`src/rtl/kuznechik_apb_stream_master.sv`:
```
// Stream-to-APB feeder for the Kuznechik peripheral: writes DIN, pulses REQ, polls VALID, reads DOUT, writes ACK.
// Optional macro KUZ_STREAM_POLL_TIMEOUT_EN bounds VALID polling to POLL_LIMIT and re-initialises the core on expiry.
module kuznechik_apb_stream_master #(
    parameter int unsigned                APB_ADDR_WIDTH = 12,
    parameter int unsigned                APB_DATA_WIDTH = 32,
    parameter logic [APB_ADDR_WIDTH-1:0]  BASE_ADDR      = '0,
    parameter int unsigned                POLL_LIMIT     = 1024
) (
    input  logic                      clk_i,
    input  logic                      rstn_i,
    input  logic                      s_valid_i,
    output logic                      s_ready_o,
    input  logic [127:0]              s_data_i,
    output logic                      m_valid_o,
    input  logic                      m_ready_i,
    output logic [127:0]              m_data_o,
    output logic [APB_ADDR_WIDTH-1:0] apb_paddr_o,
    output logic [APB_DATA_WIDTH-1:0] apb_pwdata_o,
    output logic                      apb_pwrite_o,
    output logic                      apb_psel_o,
    output logic                      apb_penable_o,
    input  logic [APB_DATA_WIDTH-1:0] apb_prdata_i,
    input  logic                      apb_pready_i,
    input  logic                      apb_pslverr_i,
    output logic                      busy_o,
    output logic                      err_o
);

    if (APB_DATA_WIDTH != 32 || POLL_LIMIT == 0 || POLL_LIMIT > 65536) begin : g_cfg_check
        $error("kuznechik_apb_stream_master: APB_DATA_WIDTH must be 32 and POLL_LIMIT 1..65536");
    end

    localparam logic [7:0] OFF_RST   = 8'h00;
    localparam logic [7:0] OFF_REQ   = 8'h04;
    localparam logic [7:0] OFF_ACK   = 8'h08;
    localparam logic [7:0] OFF_VALID = 8'h0C;
    localparam logic [7:0] OFF_DIN0  = 8'h14;
    localparam logic [7:0] OFF_DOUT0 = 8'h24;

    typedef enum logic [3:0] {
        ST_INIT, ST_IDLE, ST_WR_DIN, ST_WR_REQ, ST_POLL, ST_RD_DOUT, ST_WR_ACK, ST_OUT
`ifdef KUZ_STREAM_POLL_TIMEOUT_EN
        , ST_TO_RST0, ST_TO_RST1
`endif
    } state_t;

    state_t                      state_q, state_d;
    logic [1:0]                  cnt_q, cnt_d;
    logic [127:0]                blk_q, blk_d;
    logic [127:0]                res_q;
    logic                        s_ready_q, m_valid_q, busy_q, err_q;
    logic                        psel_q, penable_q, pwrite_q;
    logic [APB_ADDR_WIDTH-1:0]   paddr_q;
    logic [31:0]                 pwdata_q;
`ifdef KUZ_STREAM_POLL_TIMEOUT_EN
    logic [15:0]                 poll_cnt_q;
`endif

    logic                        done;
    logic                        xfer_en, xfer_wr;
    logic [7:0]                  xfer_off;
    logic [31:0]                 xfer_wdata;

    assign done = psel_q & penable_q & apb_pready_i;

    always_comb begin
        state_d = state_q;
        cnt_d   = cnt_q;
        blk_d   = blk_q;
        case (state_q)
            ST_INIT:    if (done) state_d = ST_IDLE;
            ST_IDLE:    if (s_valid_i && s_ready_q) begin
                            blk_d   = s_data_i;
                            state_d = ST_WR_DIN;
                        end
            ST_WR_DIN:  if (done) begin
                            cnt_d = cnt_q + 2'd1;
                            if (cnt_q == 2'd3) state_d = ST_WR_REQ;
                        end
            ST_WR_REQ:  if (done) state_d = ST_POLL;
            ST_POLL:    if (done) begin
                            if (apb_prdata_i[0]) state_d = ST_RD_DOUT;
`ifdef KUZ_STREAM_POLL_TIMEOUT_EN
                            else if (poll_cnt_q == 16'(POLL_LIMIT - 1)) state_d = ST_TO_RST0;
`endif
                        end
            ST_RD_DOUT: if (done) begin
                            cnt_d = cnt_q + 2'd1;
                            if (cnt_q == 2'd3) state_d = ST_WR_ACK;
                        end
            ST_WR_ACK:  if (done) state_d = ST_OUT;
            ST_OUT:     if (m_ready_i) state_d = ST_IDLE;
`ifdef KUZ_STREAM_POLL_TIMEOUT_EN
            ST_TO_RST0: if (done) state_d = ST_TO_RST1;
            ST_TO_RST1: if (done) state_d = ST_OUT;
`endif
            default:    state_d = ST_INIT;
        endcase
    end

    // Describes the transfer owned by the next state so a SETUP can follow a completion with psel held high.
    always_comb begin
        xfer_en    = 1'b1;
        xfer_wr    = 1'b1;
        xfer_off   = OFF_RST;
        xfer_wdata = 32'd1;
        case (state_d)
            ST_INIT:    ;
            ST_WR_DIN:  begin
                            xfer_off   = OFF_DIN0 + {4'b0, cnt_d, 2'b00};
                            xfer_wdata = blk_d[{cnt_d, 5'd0} +: 32];
                        end
            ST_WR_REQ:  xfer_off = OFF_REQ;
            ST_POLL:    begin
                            xfer_wr    = 1'b0;
                            xfer_off   = OFF_VALID;
                            xfer_wdata = '0;
                        end
            ST_RD_DOUT: begin
                            xfer_wr    = 1'b0;
                            xfer_off   = OFF_DOUT0 + {4'b0, cnt_d, 2'b00};
                            xfer_wdata = '0;
                        end
            ST_WR_ACK:  xfer_off = OFF_ACK;
`ifdef KUZ_STREAM_POLL_TIMEOUT_EN
            ST_TO_RST0: xfer_wdata = '0;
            ST_TO_RST1: ;
`endif
            default:    xfer_en = 1'b0;
        endcase
    end

    always_ff @(posedge clk_i or negedge rstn_i) begin
        if (!rstn_i) begin
            state_q    <= ST_INIT;
            cnt_q      <= '0;
            blk_q      <= '0;
            res_q      <= '0;
            s_ready_q  <= 1'b0;
            m_valid_q  <= 1'b0;
            busy_q     <= 1'b1;
            err_q      <= 1'b0;
            psel_q     <= 1'b0;
            penable_q  <= 1'b0;
            pwrite_q   <= 1'b0;
            paddr_q    <= '0;
            pwdata_q   <= '0;
`ifdef KUZ_STREAM_POLL_TIMEOUT_EN
            poll_cnt_q <= '0;
`endif
        end else begin
            state_q   <= state_d;
            cnt_q     <= cnt_d;
            blk_q     <= blk_d;
            s_ready_q <= (state_d == ST_IDLE);
            m_valid_q <= (state_d == ST_OUT);
            busy_q    <= (state_d != ST_IDLE);
            if (done && apb_pslverr_i) err_q <= 1'b1;
            if (done && state_q == ST_RD_DOUT) res_q[{cnt_q, 5'd0} +: 32] <= apb_prdata_i;
            if (!psel_q || done) begin
                psel_q    <= xfer_en;
                penable_q <= 1'b0;
                if (xfer_en) begin
                    paddr_q  <= BASE_ADDR + APB_ADDR_WIDTH'(xfer_off);
                    pwdata_q <= xfer_wdata;
                    pwrite_q <= xfer_wr;
                end
            end else if (!penable_q) begin
                penable_q <= 1'b1;
            end
`ifdef KUZ_STREAM_POLL_TIMEOUT_EN
            if (state_d == ST_POLL && state_q != ST_POLL) poll_cnt_q <= '0;
            else if (done && state_q == ST_POLL) poll_cnt_q <= poll_cnt_q + 16'd1;
            if (state_q == ST_POLL && state_d == ST_TO_RST0) begin
                err_q <= 1'b1;
                res_q <= '0;
            end
`endif
        end
    end

    assign s_ready_o     = s_ready_q;
    assign m_valid_o     = m_valid_q;
    assign m_data_o      = res_q;
    assign busy_o        = busy_q;
    assign err_o         = err_q;
    assign apb_psel_o    = psel_q;
    assign apb_penable_o = penable_q;
    assign apb_pwrite_o  = pwrite_q;
    assign apb_paddr_o   = paddr_q;
    assign apb_pwdata_o  = pwdata_q;

endmodule

```
`config.mk`:
```
export PLATFORM = sky130hd
export DESIGN_NAME = kuznechik_apb_stream_master
export DESIGN_NICKNAME = d
export VERILOG_FILES = /design/src/rtl/kuznechik_apb_stream_master.sv
export SDC_FILE = /design/constraint.sdc
export NUM_CORES = 1
export LEC_CHECK = 0
export CAP_MARGIN = 15
export CORE_MARGIN = 1.5
export CORE_UTILIZATION = 50
export DETAILED_ROUTE_END_ITERATION = 8
export PLACE_DENSITY = 0.83
export SYNTH_ARGS = -nofsm -noshare
export SYNTH_HDL_FRONTEND = slang
export SYNTH_SLANG_ARGS = --single-unit
export TNS_END_PERCENT = 30
```
`constraint.sdc`:
```
create_clock -name clk_i -period 6.8 [get_ports clk_i]
set_input_delay 0.68 -clock clk_i [delete_from_list [all_inputs] [get_ports clk_i]]
set_output_delay 0.68 -clock clk_i [all_outputs]
set_load 0.02 [all_outputs]
```
# --- Word-level counts from Yosys, hierarchy flattened ---
# Index checks and enable logic that the tools add are counted.
word_totals:
  elab_cells: 71
  input_bits: 166
  register_bits: 309
  output_inout_bits: 179
classes:
  eq_ne: 16
  shifts: 3
  n_mux: 22
  addsub: 4
  bitwise_logic: 2
  reduce_logical: 11
op_table:
  columns: ["operator", "count"]
  rows:
  - ["two-way mux 128 bit", 2]
  - ["bitwise mux 128 bit", 1]
  - ["variable shift 32 x 9 -> 128 bit, first input constant", 1]
  - ["indexed part select 128 x 8 -> 32 bit", 1]
  - ["indexed part select 32 x 9 -> 128 bit", 1]
  - ["one-hot mux 32 bit (2 select lines)", 1]
  - ["two-way mux 4 bit", 11]
  - ["one-hot mux 7 bit (5 select lines)", 1]
  - ["equality test 4 x 3 -> 1 bit, second input constant", 8]
  - ["one-hot mux 4 bit (8 select lines)", 1]
  - ["equality test 4 x 2 -> 1 bit, second input constant", 4]
  - ["negation 7 -> 9 bit", 1]
  - ["equality test 4 x 1 -> 1 bit, second input constant", 2]
  - ["logical NOT 4 bit", 2]
  - ["adder 6 x 4 -> 7 bit, first input constant", 1]
  - ["adder 5 x 4 -> 6 bit, first input constant", 1]
  - ["OR reduction 6 bit", 1]
  - ["two-way mux 2 bit", 2]
  - ["!= test 4 x 1 -> 1 bit, second input constant", 1]
  - ["OR reduction 2 bit", 2]
  - ["logical AND 1 bit", 3]
  - ["two-way mux 1 bit", 3]
  - ["adder 2 x 1 -> 2 bit, second input constant", 1]
  - ["bitwise AND 1 bit", 2]
  - ["other kinds (4)", 4]

# --- Longest topological paths before layout ---
# Gate-level depths: netlist of run 1.
depth:
  depth_word: 8
  depth_mapped: 11
  ltp_nobuf: 9

# --- Worst setup path after synthesis of run 1 ---
# Ideal clock, no wire load.
synth_timing:
  kind: "register to register"
  startpoint: "register state_q[2]"
  endpoint: "register paddr_q[3], in the netlist apb_paddr_o[3]"
  period_less_slack_ps: 2742
  setup_ps: 124
  setup_slack_ps: 4058
  n_path_buf: 2
  path_stages_with_launch: 11
  arrival_time_ps: 2618
  required_ps: 6676
  path_cell_list: "dfrtp_1 -> buf_2 -> or3b_1 -> a211oi_4 -> mux2i_1 -> buf_2 -> inv_1 -> ha_1 -> a22o_1 -> a31oi_1 -> o21ai_1"
synth_between:
  word_cells_on_any_way: 34
  cone_classes: "2 x add/sub; 12 x eq/ne; 15 x mux; 5 x reduce/logical"
synth_lines:
  columns: ["element", "line_no", "rtl"]
  rows:
  - ["from (decl)", "47", "state_t state_q, state_d;"]
  - ["from (signal assigned)", "152", "state_q <= state_d;"]
  - ["equality test 4 x 3 -> 1 bit or equality test 4 x 2 -> 1 bit (tied branches)", "70", "case (state_q)"]
  - ["OR reduction 2 bit (no source line) (*)", null, null]
  - ["two-way mux 2 bit (*)", null, null]
  - ["via cnt_d[1]", "48", "logic [1:0] cnt_q, cnt_d;"]
  - ["adder 6 x 4 -> 7 bit or adder 5 x 4 -> 6 bit (tied branches)", "121, 110", null]
  - ["one-hot mux 7 bit (5 select lines) (*)", "107", "case (state_d)"]
  - ["to (signal assigned)", "164", "paddr_q <= BASE_ADDR + APB_ADDR_WIDTH'(xfer_off);"]
  - ["to (decl)", "53", "logic [APB_ADDR_WIDTH-1:0] paddr_q;"]
# Mark *: on every way through the listed nets, which the timed path passes. The rest lies on a longest branch.
# A chain may end at the register's enable or synchronous reset.

# --- Final worst setup path of run 1 ---
layout_timing:
  startpoint: "register state_q[0]"
  endpoint: "register paddr_q[3], in the netlist apb_paddr_o[3]"
# Same word-level chain as after synthesis.

==> results of run 1 <==
-- synth_stat cells, types with 2 or more instances --
library cell / count
a31oi_1: 3
and3_1: 2
and4_1: 2
buf_2: 25
buf_4: 8
clkbuf_1: 45
dfrtp_1: 304
ha_1: 7
inv_1: 7
inv_2: 3
mux2_1: 31
mux2_2: 128
mux2i_1: 64
mux4_2: 2
nand2_1: 299
nand2b_1: 4
nand3_1: 3
nand4_1: 2
nor2_1: 5
nor3_1: 4
nor3b_1: 3
o21ai_0: 71
o21ai_1: 93
o32ai_1: 2
or2_1: 2
or3b_1: 2
-- cell type report --
type	count	share of cell area, %
Clock inverter	13	0.7930
Timing Repair Buffer	350	19.87
Antenna cell	3	0.04248
Tap cell	330	2.336
Multi-Input combinational cell	763	28.59
Inverter	10	0.2124
Sequential cell	305	43.20
Clock buffer	42	4.963
-- critical path: stages, from the launching register on --
cell	delay [ps]
dfrtp_1	520
or3b_1	470
a211oi_4	470
xnor2_4	160
buf_4	850
inv_2	130
ha_1	340
a22o_1	200
a31oi_1	150
o21ai_1	70
-- metal layers --
layer | track usage (%) | vias up
li1 | - | 4515
met1 | 31.10 | 4835
met2 | 42.12 | 446
met3 | 9.192 | 87
met4 | 10.17 | 2
met5 | 0 | -
-- metrics by stage --
step	total power [µW]	instance area, µm²	cells	utilization, %	worst slack [ps]
after global routing	4982	17670	1815	69.77	2995
after floorplan	2755	13020	1157	-	4058
after global placement	3046	16610	1756	65.57	2931
final	4758	17670	1816	69.78	3274
after detailed placement	3090	16610	1756	65.57	2792
after CTS	4799	17620	1811	69.59	3244
-- power by group --
group,total [µW],leakage [µW],internal (µW),switching [µW]
Combinational,938,0.00317,473,465
Sequential,2120,0.00412,2040,75.7
Clock,1700,0.000513,1010,693
-- sequential cells by signal, summed over array words and instances, names as in the netlist --
register       count
apb_penable_o      1
m_data_o         128
apb_pwrite_o       1
apb_psel_o         1
state_q            4
blk_q            128
cnt_q              2
m_valid_o          1
s_ready_o          1
busy_o             1
apb_pwdata_o      32
err_o              1
apb_paddr_o        4
-- cells by family (layout without fill, tap and decap cells) --
logic type	after synthesis	in the layout	synth area share (%)
fa+ha+maj	7	7	0.6744
flops	305	305	58.78
other cells	1	12	0.02888
compound gates	184	184	7.708
buf+inv	89	415	3.102
xor+xnor	1	1	0.1253
simple gates	337	337	10.51
mux	225	225	19.07
-- worst paths after layout --
kind | end | startpoint
max reg2reg | apb_paddr_o[3] | state_q[0]
min in group clk_i | err_o | err_o
max in group asynchronous | m_data_o[88] | rstn_i
min | blk_q[116] | rstn_i
min reg2reg | err_o | err_o
max | apb_paddr_o[3] | state_q[0]
==> summary.txt, run 1 <==
Outcome
  – Status: finished clean

Final layout
  – Layout cells sized above 1: 14.50%
  – Fill cell count: 1827
  – Register area: 0.007634 mm²
  – Multi-input logic area: 0.005052 mm²
  – Commonest non-fill, non-tap cell in the layout: clkdlybuf4s50_1
  – NumNets Final: 1634
  – Most frequent cells in the layout: clkdlybuf4s50_1 (335), dfrtp_1 (304), nand2_1 (295), mux2_2 (128), o21ai_1 (93)
  – Layout area overhead: 36.08%

Worst setup path
  – Worst r2r path cells: 9
  – Crit path launch type: flop
  – Maximum fanout along the worst path: 64
  – Worst reg-to-reg setup slack: 3270 ps
  – Worst setup EP type: flop
  – Arrival @ worst endpoint: 3940 ps
  – Req. time, crit path: 7220 ps
  – Critical path class: flop to flop

Timing
  – Max Clock Freq: 283.6 MHz
  – Unrepaired setup endpoints after global routing: false
  – Final worst path period share: 51.86%
  – Worst relative slew slack: 22.43%
  – Final Hold Violating Endpoints: 0
  – Layout Skew: 11.78 ps
  – Fin crit period: 3526 ps
  – Setup Viol. Count Final: 0
  – Actual slew at the worst max-slew pin: 1164 ps
  – Slew Limit Fails: 0
  – WHS: 111.3 ps
  – Setup TNS Final: 0 ps

Flow run
  – Max-Cap Viols: 0

Clock network
  – Cts repair resizes: 0
  – CTS tree: built
  – Setup Buffers After CTS: 0
  – Clock latency on the worst-skew pair: 550 ps
  – TritonCTS buffer count: 31
  – # hold bufs at CTS: 0
  – Max Root-Sink Buffers: 3
  – Root Driver: clkbuf_16
  – Clock Sinks: 305
  – CTS clock-pin slew for the worst setup and hold paths: 60 ps
  – CTS H-tree depth: 1

Floorplan
  – Die area: 0.02695 mm²
  – Die height: 164.2 µm
  – Core ar.: 0.02533 mm²
  – Rows: 58
  – Chip Width: 164.2 µm
  – Io pins: 345
  – Initial cell density of the core: 51.27%

Placement
  – Hpwl dp: 23070 µm
  – Gp weighted congestion: 0.8456
  – Port Buffers: 336

Detailed routing
  – Total number of vias: 9885
  – First-pass detailed-route iteration total: 7
  – Post-route ant nets: 0
  – Metal3 WL: 3873 µm
  – Top sig layer: met5
  – Initial DRC Count: 1159
  – DRC errors left: 0
  – DRT met1 WL: 12930 µm
  – Routed wire per std cell: 19.13 µm
  – DR vias/cell: 5.443
  – Drt total wl: 34730 µm
  – Metal2 WL: 16600 µm

Global routing
  – Largest net degree at the start of global routing: 131
  – GR Overflow Total: 0
  – Initial antenna violation count: 5
  – First-pass GRT wire length: 54360 µm
  – Vias in the first global route: 10130
  – All-Layer GR Usage: 25.76%

Synthesis
  – Biggest area consumer among synthesized cells: dfrtp_1
  – Post-synth EDFFs: 0
  – Post-synth top flop: dfrtp_1
  – Ys async rst share: 100.0%
  – Cell variety after synth: 54
  – Top-area cell type share of the netlist area: 58.58%
  – Post-Syn Area per Cell: 11.30 µm²
  – Register bit total from synthesis: 305
  – Synth warn: 0
  – Top post-synthesis cells by area: dfrtp_1 (59%), mux2_2 (11%), nand2_1 (8.6%)
  – Post-Syn Instances: 1149
  – Synth Cell Area: 0.01299 mm²
  – Seq/Total Area, Yosys: 58.78%

Power
  – Power Density: 269.2 mW/mm²
  – VDD IR max: 0.2041 mV
  – P_leak: 0.007805 µW

Hold path
  – HP Class: primary input to asynchronous set/reset pin
Power figures use the tool's default switching activity.
==> run 2: changes to the inputs <==
Settings changed: CORE_UTILIZATION 50 to 44, PLACE_DENSITY 0.83 to 0.77.
Clock period 6.8 ns to 2.85 ns, I/O delays scaled along.
==> summary.txt, run 2 (same netlist as run 1, synthesis figures left out) <==
Final layout
  – Most frequent cells in the layout: clkdlybuf4s50_1 (335), dfrtp_1 (304), nand2_1 (295), mux2_2 (128), o21ai_1 (93)
  – Commonest non-fill, non-tap cell in the layout: clkdlybuf4s50_1
  – Layout cells sized above 1: 15.54%
  – NumNets Final: 1660
  – Layout area overhead: 38.48%
  – Ant diodes: 0
  – Multi-input logic area: 0.005052 mm²
  – Register area: 0.007634 mm²
  – Fill cell count: 2291

Floorplan
  – Die area: 0.03055 mm²
  – Initial cell density of the core: 45.00%
  – Io pins: 345
  – Chip Width: 174.8 µm
  – Rows: 62
  – Core ar.: 0.02886 mm²
  – Die height: 174.8 µm

Power
  – Power Density: 631.7 mW/mm²
  – P_leak: 0.007928 µW
  – VDD IR max: 0.3905 mV

Worst setup path
  – Critical path class: flop to flop
  – Delay-heaviest family, CP: multiplexers
  – Reg2reg end: apb_pwdata_o[9]
  – Req. time, crit path: 3280 ps
  – Crit path buf inv count: 2
  – Crit path launch type: flop
  – Arrival @ worst endpoint: 3120 ps
  – Worst reg-to-reg setup slack: 160 ps
  – RR Startpoint: state_q[1]
  – Critical path's largest stage delay: 500 ps
  – Slowest-stage cell, CP: dfrtp_1
  – Most used cell, CP: buf_12
  – Critical-path cell list: nand4b_1 -> nor3_2 -> buf_12 -> buf_12 -> mux2_2 -> mux2i_1 -> mux2_1 -> o21ai_1
  – Worst r2r path cells: 8
  – Worst setup EP type: flop
  – Maximum fanout along the worst path: 33

Placement
  – Port Buffers: 336
  – Hpwl dp: 24640 µm
  – Gp weighted congestion: 0.8811
  – Setup WS pre-CTS: 12.94 ps

Timing
  – Max Clock Freq: 371.8 MHz
  – Final Hold Violating Endpoints: 0
  – Min setup slack post-route: 160.2 ps
  – Unrepaired setup endpoints after global routing: false
  – Fin crit period: 2690 ps
  – Actual slew at the worst max-slew pin: 733.0 ps
  – Setup TNS Final: 0 ps
  – Setup Viol. Count Final: 0
  – Worst relative slew slack: 51.13%
  – Final worst path period share: 94.38%
  – Slew Limit Fails: 0
  – Layout Skew: 7.357 ps

Detailed routing
  – Post-route ant nets: 0
  – DR vias/cell: 5.221
  – Routed wire per std cell: 18.60 µm
  – Total number of vias: 9868
  – Initial DRC Count: 648
  – First-pass detailed-route iteration total: 6
  – Drt total wl: 35150 µm
  – DRC errors left: 0

Clock network
  – Clock latency on the worst-skew pair: 550 ps
  – Max Root-Sink Buffers: 3
  – CTS clock-pin slew for the worst setup and hold paths: 60 ps
  – TritonCTS buffer count: 31
  – CTS tree: built
  – Root Driver: clkbuf_16
  – Cts repair resizes: 0
  – Clock Sinks: 305
  – CTS H-tree depth: 1

Outcome
  – Status: finished clean

Hold path
  – HP Class: primary input to asynchronous set/reset pin

Global routing
  – First-pass GRT wire length: 55670 µm
  – Initial antenna violation count: 3
  – Vias in the first global route: 10230
  – All-Layer GR Usage: 23.05%
  – Largest net degree at the start of global routing: 77
  – GR Overflow Total: 0

Flow run
  – Max-Cap Viols: 0
run 2: worst max path at each step:
| stage | start | endpoint | slack, ps | depth (start not counted) |
|---|---|---|---|---|
| 6_report | state_q[1] | apb_pwdata_o[9] | 160 | 8 |
| 3_3_place_gp | apb_pready_i | apb_pwdata_o[0] | 1 | 8 |
| 2_1_floorplan | state_q[2] | apb_paddr_o[3] | 110 | 10 |
| 4_1_cts | state_q[1] | apb_paddr_o[3] | 70 | 8 |
| 5_1_grt | state_q[1] | apb_pwdata_o[0] | 90 | 7 |
| 3_5_place_dp | apb_pready_i | apb_paddr_o[3] | 10 | 9 |
run 2: layout make-up:
type / count / share of cell area, %
Inverter: 10 / 0.2087
Clock buffer: 47 / 5.093
Multi-Input combinational cell: 763 / 28.09
Sequential cell: 305 / 42.45
Clock inverter: 5 / 0.4453
Tap cell: 384 / 2.672
Timing Repair Buffer: 376 / 21.04
run 2: worst register-to-register path, delay by kind of cell (launching register included):
kind	cells	cell delay, ps
buffers and inverters	2	570
AND/OR/NAND/NOR	2	690
AO/OA/AOI/OAI	1	60
multiplexers	3	770
flip-flops	1	500
run 2: per-layer routing:
layer,vias to the layer above,GRT usage (%),share of wire (%)
li1,4557,-,-
met1,4842,28.90,41
met2,404,38.96,48
met3,59,6.223,8.7
met4,6,6.980,2.6
met5,-,0,0.11
run 2: report_power, final:
part           switching, µW  leakage, µW  internal (µW)  total [µW]
combinational           1150      0.00332           1170        2320
sequential               156      0.00412           4880        5030
clock                   1640     0.000481           2370        4010
run 2: stage by stage:
step / hold slack, ps / power (µW) / util (%) / cells / instance area (µm²)
floorplan: -10.59 / 6572 / - / 1157 / 13020
global placement: 309.1 / 7355 / 58.78 / 1835 / 16960
detailed placement: 312.7 / 7446 / 58.78 / 1835 / 16960
CTS: 311.9 / 11480 / 62.27 / 1888 / 17970
global route: 318.2 / 11900 / 62.32 / 1890 / 17980
finish: 320.4 / 11360 / 62.32 / 1890 / 17980
run 2: what timing repair did:
item,CTS,global route
endpoints found under the setup margin,0,4
setup buffers,0,2
hold endpoints to repair,70,0
hold buffers,1,0
